$ cat src/rtl/muestra_captura_pkg.sv
// Shared definitions for the sample-capture block: supervisor FSM encoding,
// default sizes and the period-counter width helper.
package muestra_captura_pkg;

  typedef enum logic [1:0] {
    INICIO     = 2'd0,
    ENGANCHADO = 2'd1,
    FALLO      = 2'd2
  } estado_t;

  localparam int DATA_W_DEF  = 16;
  localparam int PERIODO_DEF = 8;

  // The period counter must hold values 0 .. 2*periodo.
  function automatic int cnt_ancho(input int periodo);
    return $clog2(2 * periodo + 1);
  endfunction

endpackage

$ cat src/rtl/muestra_captura_if.sv
// Valid/ready sample channel from the capture stage (master) to the FIR core (slave).
interface muestra_captura_if #(
  parameter int DATA_W = muestra_captura_pkg::DATA_W_DEF
) ();

  logic [DATA_W-1:0] dout;
  logic              dout_valid;
  logic              dout_ready;

  modport master (
    output dout,
    output dout_valid,
    input  dout_ready
  );

  modport slave (
    input  dout,
    input  dout_valid,
    output dout_ready
  );

endinterface

$ cat src/rtl/muestra_captura_flanco_subida.sv
// Rising-edge detector for a signal already in the clk_medio domain; the
// delayed copy resets to RESET_VAL so a signal that idles high gives no edge.
module flanco_subida #(
  parameter logic RESET_VAL = 1'b1
) (
  input  logic clk_medio,
  input  logic reset,
  input  logic entrada,
  output logic flanco
);

  logic lento_q;

  // NOTE: non-blocking so lento_q holds the previous cycle's value when the edge is formed.
  always_ff @(posedge clk_medio) begin
    if (reset) lento_q <= RESET_VAL;
    else       lento_q <= entrada;
  end

  assign flanco = entrada & ~lento_q;

endmodule

$ cat src/rtl/muestra_captura.sv
// Captures one sample per clk_lento rising edge, offers it over valid/ready,
// and supervises the clk_lento period (lock / timeout / out-of-tolerance).
module muestra_captura
  import muestra_captura_pkg::*;
#(
  parameter int DATA_W  = DATA_W_DEF,
  parameter int PERIODO = PERIODO_DEF,
  parameter int TOL     = 1,
  parameter int CNT_W   = 16
) (
  input  logic               clk_medio,
  input  logic               reset,
  input  logic               clk_lento,
  input  logic [DATA_W-1:0]  din,
  muestra_captura_if.master  salida,
  output logic               overrun,
  output logic               clk_fallo,
  output logic [CNT_W-1:0]   n_muestras
);

  localparam int CW = cnt_ancho(PERIODO);

  localparam logic [CW-1:0] CNT_SAT  = CW'(2 * PERIODO);
  localparam logic [CW-1:0] CNT_TOUT = CW'(PERIODO + TOL);
  localparam logic [CW:0]   INT_MIN  = (CW+1)'(PERIODO - TOL);
  localparam logic [CW:0]   INT_MAX  = (CW+1)'(PERIODO + TOL);

  logic          flanco;
  logic [CW-1:0] cnt;
  logic [CW:0]   intervalo;
  estado_t       estado;

  flanco_subida #(
    .RESET_VAL (1'b1)
  ) u_flanco (
    .clk_medio (clk_medio),
    .reset     (reset),
    .entrada   (clk_lento),
    .flanco    (flanco)
  );

  // Cycles from the previous edge up to and including this one.
  assign intervalo = {1'b0, cnt} + (CW+1)'(1);

  // Capture and handshake: a new edge overwrites only a slot that is empty
  // or being consumed this cycle; otherwise the incoming sample is dropped.
  always_ff @(posedge clk_medio) begin
    if (reset) begin
      salida.dout       <= '0;
      salida.dout_valid <= 1'b0;
      overrun           <= 1'b0;
      n_muestras        <= '0;
    end else if (flanco) begin
      if (!salida.dout_valid || salida.dout_ready) begin
        salida.dout       <= din;
        salida.dout_valid <= 1'b1;
        n_muestras        <= n_muestras + CNT_W'(1);
      end else begin
        overrun <= 1'b1;
      end
    end else if (salida.dout_valid && salida.dout_ready) begin
      salida.dout_valid <= 1'b0;
    end
  end

  // Period supervision; only the sticky clk_fallo flag depends on it.
  always_ff @(posedge clk_medio) begin
    if (reset) begin
      cnt       <= '0;
      estado    <= INICIO;
      clk_fallo <= 1'b0;
    end else begin
      if (flanco)              cnt <= '0;
      else if (cnt != CNT_SAT) cnt <= cnt + CW'(1);

      case (estado)
        INICIO: begin
          if (flanco) begin
            estado <= ENGANCHADO;
          end else if (cnt == CNT_SAT) begin
            estado    <= FALLO;
            clk_fallo <= 1'b1;
          end
        end
        ENGANCHADO: begin
          if (flanco) begin
            if (intervalo < INT_MIN || intervalo > INT_MAX) begin
              estado    <= FALLO;
              clk_fallo <= 1'b1;
            end
          end else if (cnt >= CNT_TOUT) begin
            estado    <= FALLO;
            clk_fallo <= 1'b1;
          end
        end
        FALLO: begin
          if (flanco) estado <= INICIO;
        end
        default: estado <= INICIO;
      endcase
    end
  end

endmodule

$ cat src/flat_wrapper.sv
// flat-port wrapper written by rule: the top's interface ports become plain ports
module muestra_captura_flat import muestra_captura_pkg::*;
#(
  parameter int DATA_W  = DATA_W_DEF,
  parameter int PERIODO = PERIODO_DEF,
  parameter int TOL     = 1,
  parameter int CNT_W   = 16
)
  (clk_medio, reset, clk_lento, din, overrun, clk_fallo, n_muestras, salida_dout, salida_dout_valid, salida_dout_ready);
  muestra_captura_if #(.DATA_W(DATA_W)) salida_i ();
  input  logic clk_medio;
  input  logic reset;
  input  logic clk_lento;
  input  logic [DATA_W-1:0] din;
  output logic overrun;
  output logic clk_fallo;
  output logic [CNT_W-1:0] n_muestras;
  output wire logic [$bits(salida_i.dout)-1:0] salida_dout;
  output wire logic [$bits(salida_i.dout_valid)-1:0] salida_dout_valid;
  input wire logic [$bits(salida_i.dout_ready)-1:0] salida_dout_ready;
  assign salida_dout = salida_i.dout;
  assign salida_dout_valid = salida_i.dout_valid;
  assign salida_i.dout_ready = salida_dout_ready;
  muestra_captura #(.DATA_W(DATA_W), .PERIODO(PERIODO), .TOL(TOL), .CNT_W(CNT_W)) u_core (.clk_medio(clk_medio), .reset(reset), .clk_lento(clk_lento), .din(din), .salida(salida_i), .overrun(overrun), .clk_fallo(clk_fallo), .n_muestras(n_muestras));
endmodule
$ cat config.mk
export PLATFORM = sky130hd
export DESIGN_NAME = muestra_captura_flat
export DESIGN_NICKNAME = d
export VERILOG_FILES = /design/src/rtl/muestra_captura_pkg.sv /design/src/rtl/muestra_captura_if.sv /design/src/rtl/muestra_captura_flanco_subida.sv /design/src/rtl/muestra_captura.sv /design/src/flat_wrapper.sv
export SDC_FILE = /design/constraint.sdc
export NUM_CORES = 1
export LEC_CHECK = 0
export ABC_AREA = 1
export ABC_CLOCK_PERIOD_IN_PS = 1700
export CORE_ASPECT_RATIO = 1.2
export CORE_MARGIN = 3
export CORE_UTILIZATION = 44
export CTS_CLUSTER_DIAMETER = 200
export DETAILED_ROUTE_END_ITERATION = 10
export PLACE_DENSITY = 0.74
export SLEW_MARGIN = 30
export SYNTH_ARGS = -nofsm -noshare
export SYNTH_HDL_FRONTEND = slang
export SYNTH_SLANG_ARGS = --single-unit
$ cat constraint.sdc
create_clock -name clk_medio -period 1.7 [get_ports clk_medio]
set_input_delay 0.34 -clock clk_medio [delete_from_list [all_inputs] [get_ports clk_medio]]
set_output_delay 0.34 -clock clk_medio [all_outputs]
set_load 0.02 [all_outputs]
Yosys cells after proc, flatten, opt, wreduce, memory -nomap -nowiden

Index checks and enable logic that the tools add are counted.

Flip-flop bits (word level): 43
Input port bits: 20
Output and inout port bits: 35

$add $sub $neg: 3
Order comparisons: 3
Equality and inequality tests: 11
Muxes and demuxes: 16
Bitwise logic cells: 3
Reduce and logical (&&, ||, !) cells: 13

Operators by type and width:

| cell                    | number |
|---|---|
| $add A16 B1 Y16 const B | 1 |
| $mux W2                 | 6 |
| $mux W1                 | 8 |
| $add A5 B1 Y6 const B   | 1 |
| $gt A6 B4 Y1 const B    | 1 |
| $lt A6 B3 Y1 const B    | 1 |
| $ne A3 B1 Y1 const B    | 2 |
| $pmux W2 S3             | 1 |
| $reduce_and A2 Y1       | 3 |
| $add A5 B1 Y5 const B   | 1 |
| $eq A5 B5 Y1 const B    | 1 |
| $ge A5 B4 Y1 const B    | 1 |
| $ne A5 B5 Y1 const B    | 1 |
| $reduce_and A5 Y1       | 1 |
| $ne A2 B1 Y1 const B    | 2 |
| $ne A2 B2 Y1 const B    | 2 |
| $reduce_and A4 Y1       | 1 |
| $reduce_bool A2 Y1      | 2 |
| $ne A3 B3 Y1 const B    | 1 |
| $eq A2 B1 Y1 const B    | 1 |
| $eq A2 B2 Y1 const B    | 1 |
| $logic_not A2 Y1        | 1 |
| $logic_or A1 B1 Y1      | 2 |
| $not A1 Y1              | 2 |
| 5 further kinds         | 5 |

Depth between registers and ports, before layout

Depth after elaboration: 6
Gate-level depth with buffers: 11
Gate-level depth less buffers: 11

Hierarchy

Synthesis repeated with hierarchy kept, for this count alone.

Cell total of the unflattened synthesis: 273
Area, all modules: 1968.1 um^2

By module, submodules not included:

| module          | times used | cells an instance | area each (um^2) | seq. area each (um^2) |
|---|---|---|---|---|
| muestra_captura | 1          | 268               | 1930.6           | 840.8 |
| flanco_subida   | 1          | 5                 | 37.5             | 20.0 |

Worst setup path before layout

OpenSTA, ideal clock, no wires.

Path kind: reg2reg
Start point: register u_core.n_muestras[1]
End point: register u_core.n_muestras[14]
Library setup time: 134 ps
Data arrival time: 1346 ps
Path slack: 221 ps
Stages on the path, launching flop included: 9
Clock period less this slack: 1479 ps
Path through: dfxtp_1 > ha_1 > inv_1 > nor3_1 > nand3_1 > nand2_1 > nand2_1 > nand2_1 > a21oi_1

Longest elaborated chain between the ends: 1

Ends and longest elaborated chain:

| element                | line                  | source |
|---|---|---|
| start, declared        | muestra_captura.sv:18 | `output logic [CNT_W-1:0] n_muestras` |
| start signal, assigned | muestra_captura.sv:57 | `n_muestras <= n_muestras + CNT_W'(1);` |
| $add A16 B1 Y16        | muestra_captura.sv:57 |  |

Every way passes these cells.
A chain may end at the register's enable or synchronous reset.

Worst setup path in the final report

Start point: register u_core.n_muestras[14]
End point: output n_muestras[14]

RTL lines:

| element       | line               | source |
|---|---|---|
| end, declared | flat_wrapper.sv:17 | `output logic [CNT_W-1:0] n_muestras;` |

No word-level cell between the ends.

==> results.md <==
- FILL cells: 406
- Max_cap viols: 0
- Worst min path class: flop to flop
- Setup crit end kind: output port
- Final setup violation count: 0
- Critical Path RT: 1360 ps
- Peak VDD IR: 0.0006100 V
- Post-Synthesis Net Count: 324
- Die X: 68.36 um
- Most instantiated cells after synthesis: 66 x nor2_1, 59 x nand2_1, 43 x dfxtp_1
- Critical path's top delay family: buffers and inverters
- DRC: 0
- Tot GR Track Use: 20.06%
- Ant. Diodes: 0
- Status: completed
- Synth area leader: dfxtp_1
- Number of synthesized flops with an enable pin: 0
- First-pass GRT wire length: 8452 um
- Synth-to-layout area growth: 38.57%
- Distinct cells, synth: 27
- Seq cells post-synth: 43
- Initial Utilization: 46.75%
- Syn Inst Count: 299
- Clock insertion delay at the later pin of the skew report: 300 ps
- Leakage power: 1.268 nW
- CTS H-tree lvls: 2
- Port bufs: 54
- Area contributors post-synth: dfxtp_1 42%, nor2_1 12%, nand2_1 11%
- Die Height: 80.83 um
- Most frequent cell after synthesis: nor2_1
- TritonCTS buffer count: 5
- Yosys top cell area share: 41.93%
- Critical-path cell list: clkdlybuf4s50_1
- Synth warnings: 0
- Grt ovf: 0
- Clock Pin Slew Worst Setup and Hold Paths: 80 ps
- Vias in the first global route: 1,988
- Vias per inst: 4.898
- Row cnt: 26
- Vias: 2,057
- Syn_area_per_cell: 6.867 um^2
- CP Buf/Inv Count: 1
- Clock sinks: 43
- CP startpoint kind: flop
- Core area: 4392 um^2
- FMAX: 611.1 MHz
- Setup bufs post-CTS: 0
- Nets: 388
- RSZ-0062 raised after global routing: no
- Period utilization: 96.26%
- Core Util, Final: 64.79%
- Largest net degree at the start of global routing: 26
- Tmin final: 1636 ps
- HPWL Detailed: 3794 um
- Worst EP arrival: 1300 ps
- Ports: 55
- PD cells: 763.9 nW/um^2
- Storage element area: 863.3 um^2
- CP max stage delay: 620 ps
- Register area share after synthesis: 41.93%
- Routed Antenna Nets: 0
- Multi-input gate area: 1030 um^2
- Die Area: 5526 um^2
- Ys async rst share: 0%
- Wire per inst: 11.98 um
- Cell Area, Synth: 2053 um^2
- Worst Skew: 4.912 ps
- Final wirelength: 5033 um
- 1st-iter DRT viols: 112
- Critical-path top delay cell: clkdlybuf4s50_1
- Antenna violations before repair: 0
- Max Root-Sink Buffers: 2
- Least-Margin Pin Slew: 269.5 ps
- Worst Path Max Fanout: 4
- Worst slew margin: 82.01%
- Top FF cell, synth: dfxtp_1
- Final hold violations: 0
- WS Path Type: flop to output port
- Clock root buffer: clkbuf_8
- Final slew viol count: 0
- TNS Setup: 0 ps
- Drt pass-1 iters: 4
- Share of layout cells above drive strength 1: 9.615%
- CTS tree: built
- Placer Congestion: 0.8493
-- area by class of cell --
type	count	area share, %
multi-input cells	214	36.19
well taps	56	2.463
clock inverters	2	1.231
inverters	34	4.529
clock buffers	6	2.902
repair buffers	65	22.34
flip-flops and latches	43	30.34
-- flip-flops by register name, summed over array words and instances (netlist names) --
name	cells
u_core.overrun	1
u_core.estado	2
u_core.u_flanco.lento_q	1
u_core.cnt	5
u_core.salida.dout	16
u_core.clk_fallo	1
u_core.n_muestras	16
u_core.salida.dout_valid	1
-- power breakdown --
group | internal (mW) | leakage [nW] | switching (mW)
Clock | 0.475 | 0.0612 | 0.353
Combinational | 0.133 | 0.856 | 0.138
Sequential | 1.04 | 0.350 | 0.0307
Total | 1.65 | 1.27 | 0.522
-- metrics by stage --
stage | setup slack (ps) | instances | instance area, um^2 | total power, mW | hold WS (ps)
after global placement | 34.23 | 412 | 2710 | 1.364 | 439.2
final | 63.64 | 420 | 2845 | 2.174 | 456.8
after CTS | 1.798 | 420 | 2823 | 2.190 | 461.1
after floorplan | 220.5 | 299 | 2053 | 1.236 | 436.8
after detailed placement | -37.09 | 412 | 2710 | 1.369 | 449.0
after global routing | 19.00 | 420 | 2845 | 2.264 | 493.0
-- routing by layer --
| metal | vias to the layer above | wire (um) | GRT usage, % |
|---|---|---|---|
| met1 | 924 | 2198 | 24.38 |
| met2 | 57 | 2545 | 34.52 |
| met5 | - | 0 | 0 |
| met3 | 4 | 246 | 4.564 |
| met4 | 0 | 42 | 6.362 |
| li1 | 1072 | - | - |
-- logic make-up (layout without fill, tap and decap cells) --
group           count (synthesis)  in the layout  synth area share, %
simple gates                  160            160                34.49
compound gates                 47             47                11.64
flops                          43             43                41.93
buf+inv                        42            107                8.043
fa+ha+maj                       5              5                3.047
xor+xnor                        2              2               0.8533
-- cells in the final DEF, fill, tap and decap left out --
cell type,n
nand3_4,1
nor2_1,66
o21ai_0,28
dfxtp_1,41
clkinv_2,2
nor2_2,1
clkbuf_8,6
ha_1,4
dlymetal6s2s_1,7
nand4_1,6
inv_2,1
a31oi_1,1
a21oi_1,16
nand3_2,2
nor2_4,3
clkdlybuf4s50_1,43
bufinv_16,1
nand2_2,2
nor3_2,1
dlygate4sd2_1,4
xnor2_1,2
dfxtp_2,2
nor3_1,5
a211oi_1,1
nand2_4,1
o21ai_1,1
nand3_1,13
inv_1,32
ha_2,1
nand2_1,59
buf_4,11
-- repair_timing --
item,in CTS,in global routing
setup endpoints to repair,4,9
resized for setup,4,10
pin swaps,0,0
hold buffers,0,0
-- worst reg2reg max path, cell delays in order, from the launching register on --
cell	delay, ps
dfxtp_2	400
inv_1	100
ha_1	250
nand3_1	90
nand2_1	50
nand2_1	70
nand2_1	60
nand2_1	120
nand2_1	70
o21ai_0	140
inv_1	50
-- path summary, 6_finish.rpt --
| path | slack [ps] | cells after the start | from | to |
|---|---|---|---|---|
| worst max-delay path | 60 | 1 | u_core.n_muestras[14] | n_muestras[14] |
| worst min-delay path | 460 | 2 | u_core.clk_fallo | u_core.clk_fallo |
| worst max register to register | 210 | 10 | u_core.cnt[0] | u_core.estado[0] |
| worst min register to register | 460 | 2 | u_core.clk_fallo | u_core.clk_fallo |
Power figures use the tool's default switching activity.
